--- src/rtl/npu_pkg.sv ---
// Shared NPU input-path constants and the pixel loader state encoding.
package npu_pkg;

  localparam int IMG_W      = 28;
  localparam int IMG_H      = 28;
  localparam int IMG_PIXELS = IMG_W * IMG_H;
  localparam int PIX_W      = 8;
  localparam int PIX_ADDR_W = 10;

  typedef enum logic [1:0] {
    IDLE = 2'd0,
    LOAD = 2'd1,
    FULL = 2'd2
  } loader_state_t;

endpackage

--- src/rtl/pixel_loader_if.sv ---
// Valid/ready pixel byte stream with a start-of-frame qualifier.
interface pixel_loader_if #(
  parameter int BIT_DEPTH = 8
);

  logic                 s_valid;
  logic                 s_ready;
  logic [BIT_DEPTH-1:0] s_data;
  logic                 s_sof;

  modport master (
    output s_valid,
    output s_data,
    output s_sof,
    input  s_ready
  );

  modport slave (
    input  s_valid,
    input  s_data,
    input  s_sof,
    output s_ready
  );

endinterface

--- src/rtl/pixel_loader.sv ---
// Writes one frame of streamed pixels to sequential LUTRAM addresses; write port is 1 cycle after accept.
// s_ready is registered from state alone and drops while a full frame awaits frame_ack.
module pixel_loader
  import npu_pkg::*;
#(
  parameter int BIT_DEPTH  = PIX_W,
  parameter int ADDR_WIDTH = PIX_ADDR_W,
  parameter int DEPTH      = IMG_PIXELS
) (
  input  logic                  clk,
  input  logic                  rst_n,
  pixel_loader_if.slave         s_if,
  output logic                  wr_en,
  output logic [ADDR_WIDTH-1:0] wr_addr,
  output logic [BIT_DEPTH-1:0]  data_in,
  output logic                  frame_valid,
  input  logic                  frame_ack,
  output logic                  sync_err,
  input  logic                  err_clr,
  output logic [ADDR_WIDTH-1:0] pix_count
);

  localparam logic [ADDR_WIDTH-1:0] LAST_ADDR = ADDR_WIDTH'(DEPTH - 1);

  loader_state_t         r_state;
  logic                  r_s_ready;
  logic                  r_wr_en;
  logic [ADDR_WIDTH-1:0] r_wr_addr;
  logic [BIT_DEPTH-1:0]  r_data_in;
  logic                  r_frame_valid;
  logic                  r_sync_err;
  logic [ADDR_WIDTH-1:0] r_pix_count;

  logic w_fire;
  logic w_err;

  assign w_fire = s_if.s_valid & r_s_ready;
  // Framing errors: a non-sof beat opening a frame, or a sof beat arriving mid-frame.
  assign w_err  = w_fire & (((r_state == IDLE) & ~s_if.s_sof) |
                            ((r_state == LOAD) &  s_if.s_sof));

  always_ff @(posedge clk or negedge rst_n) begin
    if (!rst_n) begin
      r_state       <= IDLE;
      r_s_ready     <= 1'b0;
      r_wr_en       <= 1'b0;
      r_wr_addr     <= '0;
      r_data_in     <= '0;
      r_frame_valid <= 1'b0;
      r_sync_err    <= 1'b0;
      r_pix_count   <= '0;
    end else begin
      r_wr_en <= 1'b0;

      if (w_err) begin
        r_sync_err <= 1'b1;
      end else if (err_clr) begin
        r_sync_err <= 1'b0;
      end

      case (r_state)
        IDLE: begin
          r_s_ready <= 1'b1;
          if (w_fire && s_if.s_sof) begin
            r_wr_en     <= 1'b1;
            r_wr_addr   <= '0;
            r_data_in   <= s_if.s_data;
            r_pix_count <= ADDR_WIDTH'(1);
            r_state     <= LOAD;
          end
        end

        LOAD: begin
          if (w_fire) begin
            r_wr_en   <= 1'b1;
            r_data_in <= s_if.s_data;
            if (s_if.s_sof) begin
              r_wr_addr   <= '0;
              r_pix_count <= ADDR_WIDTH'(1);
            end else begin
              r_wr_addr   <= r_pix_count;
              r_pix_count <= r_pix_count + ADDR_WIDTH'(1);
              if (r_pix_count == LAST_ADDR) begin
                r_state       <= FULL;
                r_s_ready     <= 1'b0;
                r_frame_valid <= 1'b1;
              end
            end
          end
        end

        FULL: begin
          if (frame_ack) begin
            r_state       <= IDLE;
            r_s_ready     <= 1'b1;
            r_frame_valid <= 1'b0;
            r_pix_count   <= '0;
          end
        end

        default: begin
          r_state   <= IDLE;
          r_s_ready <= 1'b0;
        end
      endcase
    end
  end

  assign s_if.s_ready = r_s_ready;
  assign wr_en        = r_wr_en;
  assign wr_addr      = r_wr_addr;
  assign data_in      = r_data_in;
  assign frame_valid  = r_frame_valid;
  assign sync_err     = r_sync_err;
  assign pix_count    = r_pix_count;

endmodule

--- src/flat_wrapper.sv ---
// flat-port wrapper written by rule: the top's interface ports become plain ports
module pixel_loader_flat import npu_pkg::*;
#(
  parameter int BIT_DEPTH  = PIX_W,
  parameter int ADDR_WIDTH = PIX_ADDR_W,
  parameter int DEPTH      = IMG_PIXELS
)
  (clk, rst_n, wr_en, wr_addr, data_in, frame_valid, frame_ack, sync_err, err_clr, pix_count, s_if_s_valid, s_if_s_data, s_if_s_sof, s_if_s_ready);
  pixel_loader_if #(.BIT_DEPTH(BIT_DEPTH)) s_if_i ();
  input  logic clk;
  input  logic rst_n;
  output logic wr_en;
  output logic [ADDR_WIDTH-1:0] wr_addr;
  output logic [BIT_DEPTH-1:0] data_in;
  output logic frame_valid;
  input  logic frame_ack;
  output logic sync_err;
  input  logic err_clr;
  output logic [ADDR_WIDTH-1:0] pix_count;
  input wire logic [$bits(s_if_i.s_valid)-1:0] s_if_s_valid;
  input wire logic [$bits(s_if_i.s_data)-1:0] s_if_s_data;
  input wire logic [$bits(s_if_i.s_sof)-1:0] s_if_s_sof;
  output wire logic [$bits(s_if_i.s_ready)-1:0] s_if_s_ready;
  assign s_if_i.s_valid = s_if_s_valid;
  assign s_if_i.s_data = s_if_s_data;
  assign s_if_i.s_sof = s_if_s_sof;
  assign s_if_s_ready = s_if_i.s_ready;
  pixel_loader #(.BIT_DEPTH(BIT_DEPTH), .ADDR_WIDTH(ADDR_WIDTH), .DEPTH(DEPTH)) u_core (.clk(clk), .rst_n(rst_n), .s_if(s_if_i), .wr_en(wr_en), .wr_addr(wr_addr), .data_in(data_in), .frame_valid(frame_valid), .frame_ack(frame_ack), .sync_err(sync_err), .err_clr(err_clr), .pix_count(pix_count));
endmodule
--- config.mk ---
export PLATFORM = sky130hd
export DESIGN_NAME = pixel_loader_flat
export DESIGN_NICKNAME = d
export VERILOG_FILES = /design/src/rtl/npu_pkg.sv /design/src/rtl/pixel_loader_if.sv /design/src/rtl/pixel_loader.sv /design/src/flat_wrapper.sv
export SDC_FILE = /design/constraint.sdc
export NUM_CORES = 1
export LEC_CHECK = 0
export ABC_CLOCK_PERIOD_IN_PS = 2460
export CAP_MARGIN = 10
export CELL_PAD_IN_SITES_DETAIL_PLACEMENT = 0
export CELL_PAD_IN_SITES_GLOBAL_PLACEMENT = 1
export CORE_UTILIZATION = 36
export CTS_CLUSTER_DIAMETER = 150
export DETAILED_ROUTE_END_ITERATION = 8
export PLACE_DENSITY_LB_ADDON = 0.15
export SLEW_MARGIN = 25
export SYNTH_ARGS = -nofsm -noshare
export SYNTH_HDL_FRONTEND = slang
export SYNTH_SLANG_ARGS = --single-unit
--- constraint.sdc ---
create_clock -name clk -period 2.46 [get_ports clk]
set_input_delay 0.369 -clock clk [delete_from_list [all_inputs] [get_ports clk]]
set_output_delay 0.369 -clock clk [all_outputs]
set_load 0.005 [all_outputs]
==> results_dict.tcl <==
set metrics [dict create \
    fp-row-count 24 \
    yosys_register_bits 34 \
    wirelength_um 4350 \
    fin_skew_ns 0.00402 \
    ant_nets 0 \
    hold_viol_final 0 \
    r2r-end "u_core.pix_count[7]" \
    vias_per_cell 5.46 \
    synth.cell_area_um2 1680 \
    cp-end-kind "register" \
    avgSynthCellArea_um2 9.97 \
    drt_pass1_iterations 5 \
    startpoint_type "register" \
    r2r_slack_ns 0.36 \
    num_vias 1481 \
    gp_congestion 0.787 \
    fin_crit_ns 2.10 \
    outcome "finished clean" \
    io-pin-count 46 \
    io_buffers 45 \
    h-tree-depth 2 \
    hp-class "primary input to async pin" \
    synthCells 169 \
    drt_iter0_markers 91 \
    power_leakage_nw 1.01 \
    grt_pass1_vias 1495 \
    syn2layout_area_growth_pct 37.0 \
    ys_seq_area_frac 0.505 \
    max_slew_margin 0.636 \
    fin_setup_tns_ns 0 \
    post-cts-setup-buffers 0 \
    crit_required_ns 2.65 \
    fin_nets 237 \
    hold_buffers 0 \
    diodes 0 \
    die_w_um 70.4 \
    clk_latency_ns 0.29 \
    die_h_um 70.4 \
    antenna_found_initial 0 \
    fmax_ghz 0.475 \
    yosys_warnings 0 \
    clk_pin_slew_ns 0.07 \
    p_per_area_nw_per_um2 894 \
    route.detailed.drc 0 \
    placed_area_um2 2210 \
    ctsResizeCount 0 \
    ir_drop_mv 0.415 \
    track_usage 0.192 \
    drive_gt1_frac 0.128 \
    die_area_um2 4960 \
    finalCritPeriodShare 0.855 \
    core-area_um2 4410 \
    finalPower_w 0.00206 \
    cp_max_fo 13 \
    drv_slew 0 \
    cts_tree "built" \
    syn-num-nets 188 \
    cts_buffers 5 \
    synth_cell_types 34 \
    r2r_start "u_core.r_state[1]" \
    grt_pass1_wl_um 7450 \
    path_class "register to register" \
    cts_buffer_depth 2 \
    setup_violations 0 \
    max-cap-violations 0 \
    cts.sinks 34 \
    rsz0062_at_grt "no" \
    wl_per_cell_um 16.1 \
    globalRouteOverflowTotal 0 \
    arrival_ns 2.30 \
    grt_max_degree 35 \
    place_hpwl_um 3040 \
    rr_worst_depth 6 \
    root_buffer "clkbuf_8" \
    start_util 0.382 \
    worst_slew_pin_slew_ns 0.546 \
    final_area_um2 2310 \
]
[how the worst max path moves through the flow]
| stage | startpoint | to | slack [ns] | cells past startpoint |
|---|---|---|---|---|
| floorplan | u_core.r_state[0] | u_core.pix_count[4] | 0.51 | 8 |
| global placement | s_if_s_sof | u_core.frame_valid | 0.20 | 5 |
| detailed placement | s_if_s_sof | u_core.frame_valid | 0.11 | 5 |
| CTS | u_core.r_state[1] | u_core.pix_count[8] | 0.36 | 6 |
| global route | u_core.r_state[1] | u_core.pix_count[5] | 0.19 | 6 |
| finish | u_core.r_state[1] | u_core.pix_count[7] | 0.36 | 6 |
[sequential cells by signal, indices dropped and copies added (netlist names)]
signal,cells
u_core.frame_valid,1
u_core.data_in,8
u_core.pix_count,10
u_core.s_if.s_ready,1
u_core.wr_addr,10
u_core.sync_err,1
u_core.r_state,2
u_core.wr_en,1
[per-layer routing]
metal	GRT usage	wire length, um	vias up
met1	0.241	2010	725
li1	-	-	714
met3	0.0534	179	5
met2	0.317	2110	37
met5	0	0	-
met4	0.0600	55	0
[synthesized netlist by cell type]
master,n,area share
nor2_1,7,0.016
o211ai_1,2,0.0089
o31ai_1,12,0.053
dfrtp_1,34,0.51
or3_1,2,0.0074
and2_1,1,0.0037
a21oi_1,3,0.0089
a31oi_1,2,0.0074
nor4b_1,1,0.0052
or4b_2,1,0.0059
o22ai_1,3,0.011
o21a_1,2,0.0089
mux2_2,9,0.060
nand4_1,3,0.011
a221o_1,1,0.0059
o21ai_0,16,0.048
or4_1,1,0.0045
nand2_2,1,0.0037
nand3_1,17,0.051
nand3b_1,1,0.0045
buf_6,1,0.0067
mux2i_1,2,0.012
nand2b_1,1,0.0037
and4_1,1,0.0052
and3_1,2,0.0074
buf_2,2,0.0059
a311o_1,1,0.0059
clkbuf_1,9,0.020
ha_1,5,0.037
nor2b_1,2,0.0074
nor4bb_1,1,0.0059
nand2_1,16,0.036
nor3_1,2,0.0059
inv_1,5,0.011
[critical path, cell delays in order, from the launching register on]
cell      delay [ns]
dfrtp_1         0.41
inv_1           0.10
ha_1            0.41
nand3b_1        0.18
buf_4           0.20
or3_1           0.43
o31ai_1         0.28
[power by group]
part	internal (W)	total, W	switching [W]
Combinational	0.000463	0.000849	0.000385
Sequential	0.000686	0.000773	0.0000866
Clock	0.000225	0.000440	0.000215
Total	0.00137	0.00206	0.000687
[per-stage QoR]
step | hold WS [ns] | worst slack, ns | util | instances
after floorplan | 0.0734 | 0.511 | - | 169
after detailed placement | 0.485 | 0.107 | 0.501 | 263
after CTS | 0.502 | 0.359 | 0.523 | 271
after global routing | 0.519 | 0.190 | 0.523 | 271
after global placement | 0.483 | 0.202 | 0.501 | 263
final | 0.491 | 0.356 | 0.523 | 271
[final cells by class]
class	instances	area (um2)
Multi-Input combinational cell	118	759
Inverter	5	18.8
Sequential cell	34	851
Tap cell	52	65.1
Timing Repair Buffer	54	518
Clock buffer	6	82.6
Fill cell	433	2110
Clock inverter	2	12.5
[cells by family (layout without fill, tap and decap cells)]
group	Yosys count	after routing	share of synthesized area
flip-flops	34	34	0.505
multiplexers	11	11	0.0721
AND/OR/NAND/NOR	60	60	0.184
buffers and inverters	17	67	0.0438
adder cells (fa/ha/maj)	5	5	0.0371
AO/OA/AOI/OAI	42	42	0.158
[layout by cell type (no fill, tap or decap), types with 3 or more instances in the layout]
cell             netlist  layout
a21oi_1                3       3
buf_4                  0       9
clkbuf_8               0       6
clkdlybuf4s50_1        0      45
dfrtp_1               34      34
ha_1                   5       5
inv_1                  5       5
mux2_2                 9       9
nand2_1               16      16
nand3_1               17      17
nand4_1                3       3
nor2_1                 7       7
o21ai_0               16      16
o22ai_1                3       3
o31ai_1               12      12
Note: power is estimated with default switching activity, not from simulation.
